**config.mk**
```make
export PLATFORM = sky130hd
export DESIGN_NAME = mem_port_arbiter
export DESIGN_NICKNAME = d
export VERILOG_FILES = /design/src/rtl/mem_arb_pkg.sv /design/src/rtl/mem_arb_starve_ctr.sv /design/src/rtl/mem_port_arbiter.sv
export SDC_FILE = /design/constraint.sdc
export NUM_CORES = 1
export LEC_CHECK = 0
export CAP_MARGIN = 0
export CORE_AREA = 2 2 115 117
export DETAILED_ROUTE_END_ITERATION = 16
export DIE_AREA = 0 0 117 119
export DONT_BUFFER_PORTS = 1
export PLACE_DENSITY = 0.3
export RECOVER_POWER = 25
export SETUP_SLACK_MARGIN = 0.3
export SYNTH_ARGS = -nofsm -noshare
export SYNTH_HDL_FRONTEND = slang
export SYNTH_SLANG_ARGS = --single-unit
```
**constraint.sdc**
```tcl
create_clock -name Clk -period 1.7 [get_ports Clk]
set_input_delay 0.085 -clock Clk [delete_from_list [all_inputs] [get_ports Clk]]
set_output_delay 0.085 -clock Clk [all_outputs]
set_load 0.1 [all_outputs]
```
**src/rtl/mem_arb_pkg.sv**
```systemverilog
// Shared types and constants for the data-memory port arbiter.
// Optional feature macro: MEM_ARB_STARVE_GUARD_EN (see mem_port_arbiter).
package mem_arb_pkg;

  typedef enum logic [1:0] {
    IDLE       = 2'd0,
    CPU        = 2'd1,
    LDR        = 2'd2,
    LDR_LOCKED = 2'd3
  } arbState_t;

  localparam logic REQ_CPU = 1'b0;
  localparam logic REQ_LDR = 1'b1;

  localparam int HOLD_MAX_DEF = 4;

endpackage

```
**src/rtl/mem_arb_starve_ctr.sv**
```systemverilog
// Counts CPU grants made while the loader waits and forces
// a loader turn once HOLD_MAX of them have gone by.
module mem_arb_starve_ctr
  import mem_arb_pkg::*;
#(
  parameter int HOLD_MAX = HOLD_MAX_DEF
) (
  input  logic Clk,
  input  logic Reset,
  input  logic CpuGnt,
  input  logic LdrGnt,
  input  logic LdrReq,
  output logic ForceLdr
);

  logic [2:0] holdCnt;

  // Hold counter: cleared when the loader gets in or stops asking
  always_ff @(posedge Clk) begin
    if (Reset || LdrGnt || !LdrReq) begin
      holdCnt <= 3'd0;
    end else if (CpuGnt) begin
      holdCnt <= holdCnt + 3'd1;
    end
  end

  assign ForceLdr = LdrReq && (holdCnt == 3'(HOLD_MAX));

endmodule

```
**src/rtl/mem_port_arbiter.sv**
```systemverilog
// CPU / loader arbiter in front of the single-ported data memory.
// Macro MEM_ARB_STARVE_GUARD_EN adds the loader starvation guard.
module mem_port_arbiter
  import mem_arb_pkg::*;
#(
  parameter int ADDR_W   = 32,
  parameter int DATA_W   = 32,
  parameter int HOLD_MAX = HOLD_MAX_DEF
) (
  input  logic              Clk,
  input  logic              Reset,
  input  logic              CpuReq,
  input  logic              CpuWe,
  input  logic [ADDR_W-1:0] CpuAddr,
  input  logic [DATA_W-1:0] CpuWData,
  input  logic              LdrReq,
  input  logic              LdrWe,
  input  logic [ADDR_W-1:0] LdrAddr,
  input  logic [DATA_W-1:0] LdrWData,
  input  logic              LdrLock,
  output logic              CpuGnt,
  output logic              LdrGnt,
  output logic              CpuRValid,
  output logic              LdrRValid,
  output logic [DATA_W-1:0] CpuRData,
  output logic [DATA_W-1:0] LdrRData,
  output logic [ADDR_W-1:0] MemAddress,
  output logic [DATA_W-1:0] MemWriteData,
  output logic              MemWrite,
  output logic              MemRead,
  input  logic [DATA_W-1:0] MemReadData
);

  arbState_t state;
  arbState_t stateNxt;
  logic      pickCpu;
  logic      pickLdr;
  logic      grantCpu;
  logic      grantLdr;
  logic      forceLdr;
  logic      rdPend;
  logic      rdOwner;

`ifdef MEM_ARB_STARVE_GUARD_EN
  mem_arb_starve_ctr #(
    .HOLD_MAX(HOLD_MAX)
  ) uStarve (
    .Clk     (Clk),
    .Reset   (Reset),
    .CpuGnt  (grantCpu),
    .LdrGnt  (grantLdr),
    .LdrReq  (LdrReq),
    .ForceLdr(forceLdr)
  );
`else
  // No guard: the loader is never forced in (always 0 for legal HOLD_MAX)
  assign forceLdr = (HOLD_MAX < 0);
`endif

  // Owner register and read-return tracking
  always_ff @(posedge Clk) begin
    if (Reset) begin
      state   <= IDLE;
      rdPend  <= 1'b0;
      rdOwner <= REQ_CPU;
    end else begin
      state   <= stateNxt;
      rdPend  <= MemRead;
      rdOwner <= grantLdr ? REQ_LDR : REQ_CPU;
    end
  end

  // Grant decision and next owner
  always_comb begin
    pickCpu  = 1'b0;
    pickLdr  = 1'b0;
    stateNxt = IDLE;
    if (state == LDR_LOCKED) begin
      pickLdr  = LdrReq;
      stateNxt = LdrLock ? LDR_LOCKED : IDLE;
    end else begin
      pickCpu = CpuReq && !forceLdr;
      pickLdr = LdrReq && !pickCpu;
      unique case (1'b1)
        pickCpu: stateNxt = CPU;
        pickLdr: stateNxt = LdrLock ? LDR_LOCKED : LDR;
        default: stateNxt = IDLE;
      endcase
    end
  end

  // Nothing is granted while reset is held
  assign grantCpu = pickCpu && !Reset;
  assign grantLdr = pickLdr && !Reset;
  assign CpuGnt   = grantCpu;
  assign LdrGnt   = grantLdr;

  // Route the granted requester onto the memory port
  always_comb begin
    MemAddress   = '0;
    MemWriteData = '0;
    MemWrite     = 1'b0;
    MemRead      = 1'b0;
    unique case (1'b1)
      grantCpu: begin
        MemAddress   = CpuAddr;
        MemWriteData = CpuWData;
        MemWrite     = CpuWe;
        MemRead      = !CpuWe;
      end
      grantLdr: begin
        MemAddress   = LdrAddr;
        MemWriteData = LdrWData;
        MemWrite     = LdrWe;
        MemRead      = !LdrWe;
      end
      default: ;
    endcase
  end

  assign CpuRValid = rdPend && (rdOwner == REQ_CPU) && !Reset;
  assign LdrRValid = rdPend && (rdOwner == REQ_LDR) && !Reset;
  assign CpuRData  = CpuRValid ? MemReadData : '0;
  assign LdrRData  = LdrRValid ? MemReadData : '0;

endmodule

```
Word level (Yosys, flattened, before mapping)
Index checks and enable logic that the tools add are counted.

cells by class
  bitwise logic cells = 1
  muxes and demuxes = 13
  reduce and logical (&&, ||, !) cells = 11
  eq/ne operators = 1

operators by type and width
  operator              number
  $pmux W32 S2          2
  $mux W32              2
  $logic_and A1 B1 Y1   7
  $logic_not A1 Y1      4
  $mux W1               4
  $mux W2               2
  $pmux W1 S2           2
  $pmux W2 S2           1
  $eq A2 B2 Y1 const B  1
  $not A1 Y1            1

word-level totals
  flip-flop bits (word level) = 4
  bits of input ports = 167
  output and inout port bits = 134

Depth between registers and ports, before layout
  word-level depth = 5
  gate-level depth with buffers = 6

Least setup slack after synthesis
No wires, ideal clock.

  path kind = reg2out
  from = register rdOwner
  to = output LdrRData[22]
  slack = -0.765 ns
  cell stages (with the launch flop) = 4
  data required time = 1.615 ns
  arrival time = 2.380 ns
  cells stage by stage = dfxtp_1 > and3b_1 > clkbuf_1 > and2_1

between the ends
  cells in the longest elaborated chain, start to end = 3

ends and longest elaborated chain
  item                              RTL line                 RTL
  start, declared                   mem_port_arbiter.sv:42   logic rdOwner;
  start signal, assigned            mem_port_arbiter.sv:69   rdOwner <= grantLdr ? REQ_LDR : REQ_CPU;
  $logic_and A1 B1 Y1 (2 in a row)  mem_port_arbiter.sv:122  assign LdrRValid = rdPend && (rdOwner == REQ_LDR) && !Reset;
  via LdrRValid                     mem_port_arbiter.sv:24   output logic LdrRValid,
  $mux W32                          mem_port_arbiter.sv:124  assign LdrRData = LdrRValid ? MemReadData : '0;
  end, declared                     mem_port_arbiter.sv:26   output logic [DATA_W-1:0] LdrRData,

The timed path passes the listed nets, and every way through them passes these cells.

Worst setup path after layout
  from = register state[0]
  to = output MemWriteData[21]

between the ends
  cells in the longest elaborated chain, start to end = 4
  elaborated cells on any way between the ends = 6
  those cells by class = 1 x eq/ne; 3 x mux; 2 x reduce/logical

ends and longest elaborated chain
  item                                           RTL line                                        RTL
  start, declared                                mem_port_arbiter.sv:34                          arbState_t state;
  start signal, assigned                         mem_port_arbiter.sv:67                          state <= stateNxt;
  $eq A2 B2 Y1 (*)                               mem_port_arbiter.sv:78                          if (state == LDR_LOCKED) begin
  $mux W1                                        mem_port_arbiter.sv:78
  $logic_and A1 B1 Y1, on equally long branches  mem_port_arbiter.sv:94, mem_port_arbiter.sv:93
  $pmux W32 S2 (*)                               mem_port_arbiter.sv:104                         unique case (1'b1)
  end, declared                                  mem_port_arbiter.sv:28                          output logic [DATA_W-1:0] MemWriteData,

Mark *: on every way between the ends. The rest lies on a longest branch, timed or not.

==> reports/results.ini <==
[yosys]
synth-seq-area-share = 0.0627
synth_cell_type_count = 18
synth-seq-cells = 4
synth_nets = 337
synth_area_per_cell_sq_um = 7.51
synth_warnings = 0
synth.cell_area_sq_um = 1280
syn_inst = 170

[finish]
final_cell_mix = and2_4 (64), buf_12 (62), a22o_4 (42)
final_util = 0.305
fillCellCount = 1286
design_area_sq_um = 3930
diodes = 0
fin_nets = 417
layout.cells.non_filler = 424
areaGrowthSynthToFinish_pct = 208
final_common_cell = and2_4
layout-drive-gt1-share = 0.956

[worst_setup_path]
timing.rr.end = rdPend$_SDFF_PP0_
crit_fanout = 5
arrival_ns = 1.62
rrSetupSlack_ns = 0.47
start_kind = flop
end_kind = primary output
worstPathRequired_ns = 1.62
path_class = reg2out
reg2reg_depth = 4
r2r_start = state[0]$_SDFF_PP0_

[placement]
hpwl_um = 5740
place_ws_ns = 0.140
place_area_sq_um = 3060
portBuffers = 0
gp_congestion = 0.666
dp_cells = 385

[detailed_routing]
firstDrtPassIters = 4
wl_per_cell_um = 20.0
vias = 1797
antenna_left = 0
first_iter_violations = 54
drt_wl_total_um = 8500
drc = 0
avgViaCountPerCell = 4.24

[sta]
setup_violations = 10
relSlewSlack = 0.798
min_period_over_period = 1.00
clock.fmax_mhz = 586
timing.hold.ws_ns = 0.0217
finalHoldViolCount = 0
worst_pin_slew_ns = 0.304
finalWorstSetupSlack_ns = -0.00642
finClkSkew_ns = 0.00170
grt_setup_unrepaired = true
final.min_clock_period_ns = 1.71
tns_ns = -0.0342
slew_viol_final = 0

[grt]
overflow = 0
grt.total_usage = 0.0968
grt_pass1_vias = 1670
antenna_found_initial = 0
grt_max_degree = 39
grt_pass1_wl_um = 10100

[flow_run]
drv_cap = 0

[hold_path]
holdPathStages = 1
hold_class = in2reg
hp-start = LdrReq
holdPathEnd = rdOwner$_SDFF_PP0_

[die]
ios = 301
fp-row-count = 42
start_util = 0.0992
die_area_sq_um = 13900
die_w_um = 117
fp.dieH_um = 119
core_sq_um = 12900

[cts]
cts_tree = built
cts-root-buf = clkbuf_16
clk-insertion-delay-late_ns = 0.23
cts-htree-levels = 1
max-clock-path-buffers = 2
clkTransAtPathRegs_ns = 0.03
cts_num_sinks = 4
cts_buffers = 3

[status]
violations = negative setup slack
status = finished, violations left

[power_and_ir_drop]
p_leak_nw = 1.69
cellPowerDensity_nw_per_um2 = 531
total_power_mw = 2.09
ir_drop_v = 0.000185

[registers in the layout, indices dropped and copies added, names as in the netlist]
name,flops
rdOwner,1
rdPend,1
state,2
[routing by layer]
metal | part of all wire | track usage
met1 | 0.31 | 0.0955
met2 | 0.59 | 0.200
met3 | 0.090 | 0.0214
met4 | 0.0058 | 0.0176
met5 | 0 | 0
[how the worst max path moves through the flow]
stage                              from                to  slack, ns
CTS                 state[0]$_SDFF_PP0_  MemWriteData[17]       0.02
detailed placement  state[1]$_SDFF_PP0_          MemWrite       0.14
floorplan           state[0]$_SDFF_PP0_    MemAddress[29]       0.11
global route        state[0]$_SDFF_PP0_  MemWriteData[21]      -0.04
global placement    state[0]$_SDFF_PP0_   MemWriteData[6]       0.16
finish              state[0]$_SDFF_PP0_  MemWriteData[21]     -0.006
[power breakdown]
group	internal, mW	switching (mW)	total (mW)
clock	0.301	0.0729	0.374
sequential	0.101	0.00374	0.105
combinational	0.493	1.11	1.61
[cell families (layout without fill, tap and decap cells)]
| logic type | count (synthesis) | in the layout | share of synthesized area |
|---|---|---|---|
| flip-flops | 4 | 4 | 0.0627 |
| AND/OR/NAND/NOR | 72 | 72 | 0.359 |
| buffers and inverters | 23 | 101 | 0.0989 |
| AO/OA/AOI/OAI | 71 | 71 | 0.479 |
[layout make-up]
class / instances / area [sq um] / share of cell area
Multi-Input combinational cell: 143 / 1660 / 0.422
Inverter: 2 / 7.51 / 0.00191
Sequential cell: 4 / 85.1 / 0.0216
Tap cell: 176 / 220 / 0.0560
Timing Repair Buffer: 96 / 1890 / 0.480
Clock buffer: 3 / 75.1 / 0.0191
[synthesized netlist by cell type, drive strengths merged]
library cell,count,share of area
nor3b,1,0.0059
buf,15,0.074
and3b,3,0.021
and2,65,0.32
or3b,1,0.0069
a21bo,1,0.0078
o21ai,1,0.0039
clkbuf,6,0.019
nand2,1,0.0029
a21oi,2,0.0078
inv,2,0.0059
dfxtp,4,0.063
nor2,1,0.0049
a22o,67,0.46
[worst max-delay path, stage by stage (launching register included)]
cell	delay, ns
dfxtp_2	0.31
a21bo_4	0.23
and3b_4	0.21
buf_8	0.15
clkbuf_16	0.16
a22o_4	0.34
[what timing repair did]
item,in CTS,in global routing
hold endpoints to repair,2,0
gates cloned,8,10
pin swaps,33,37
hold buffers,2,0
setup endpoints to repair,106,134
gates resized for setup,28,43
setup buffers,10,6
(Power assumes the default switching activity.)
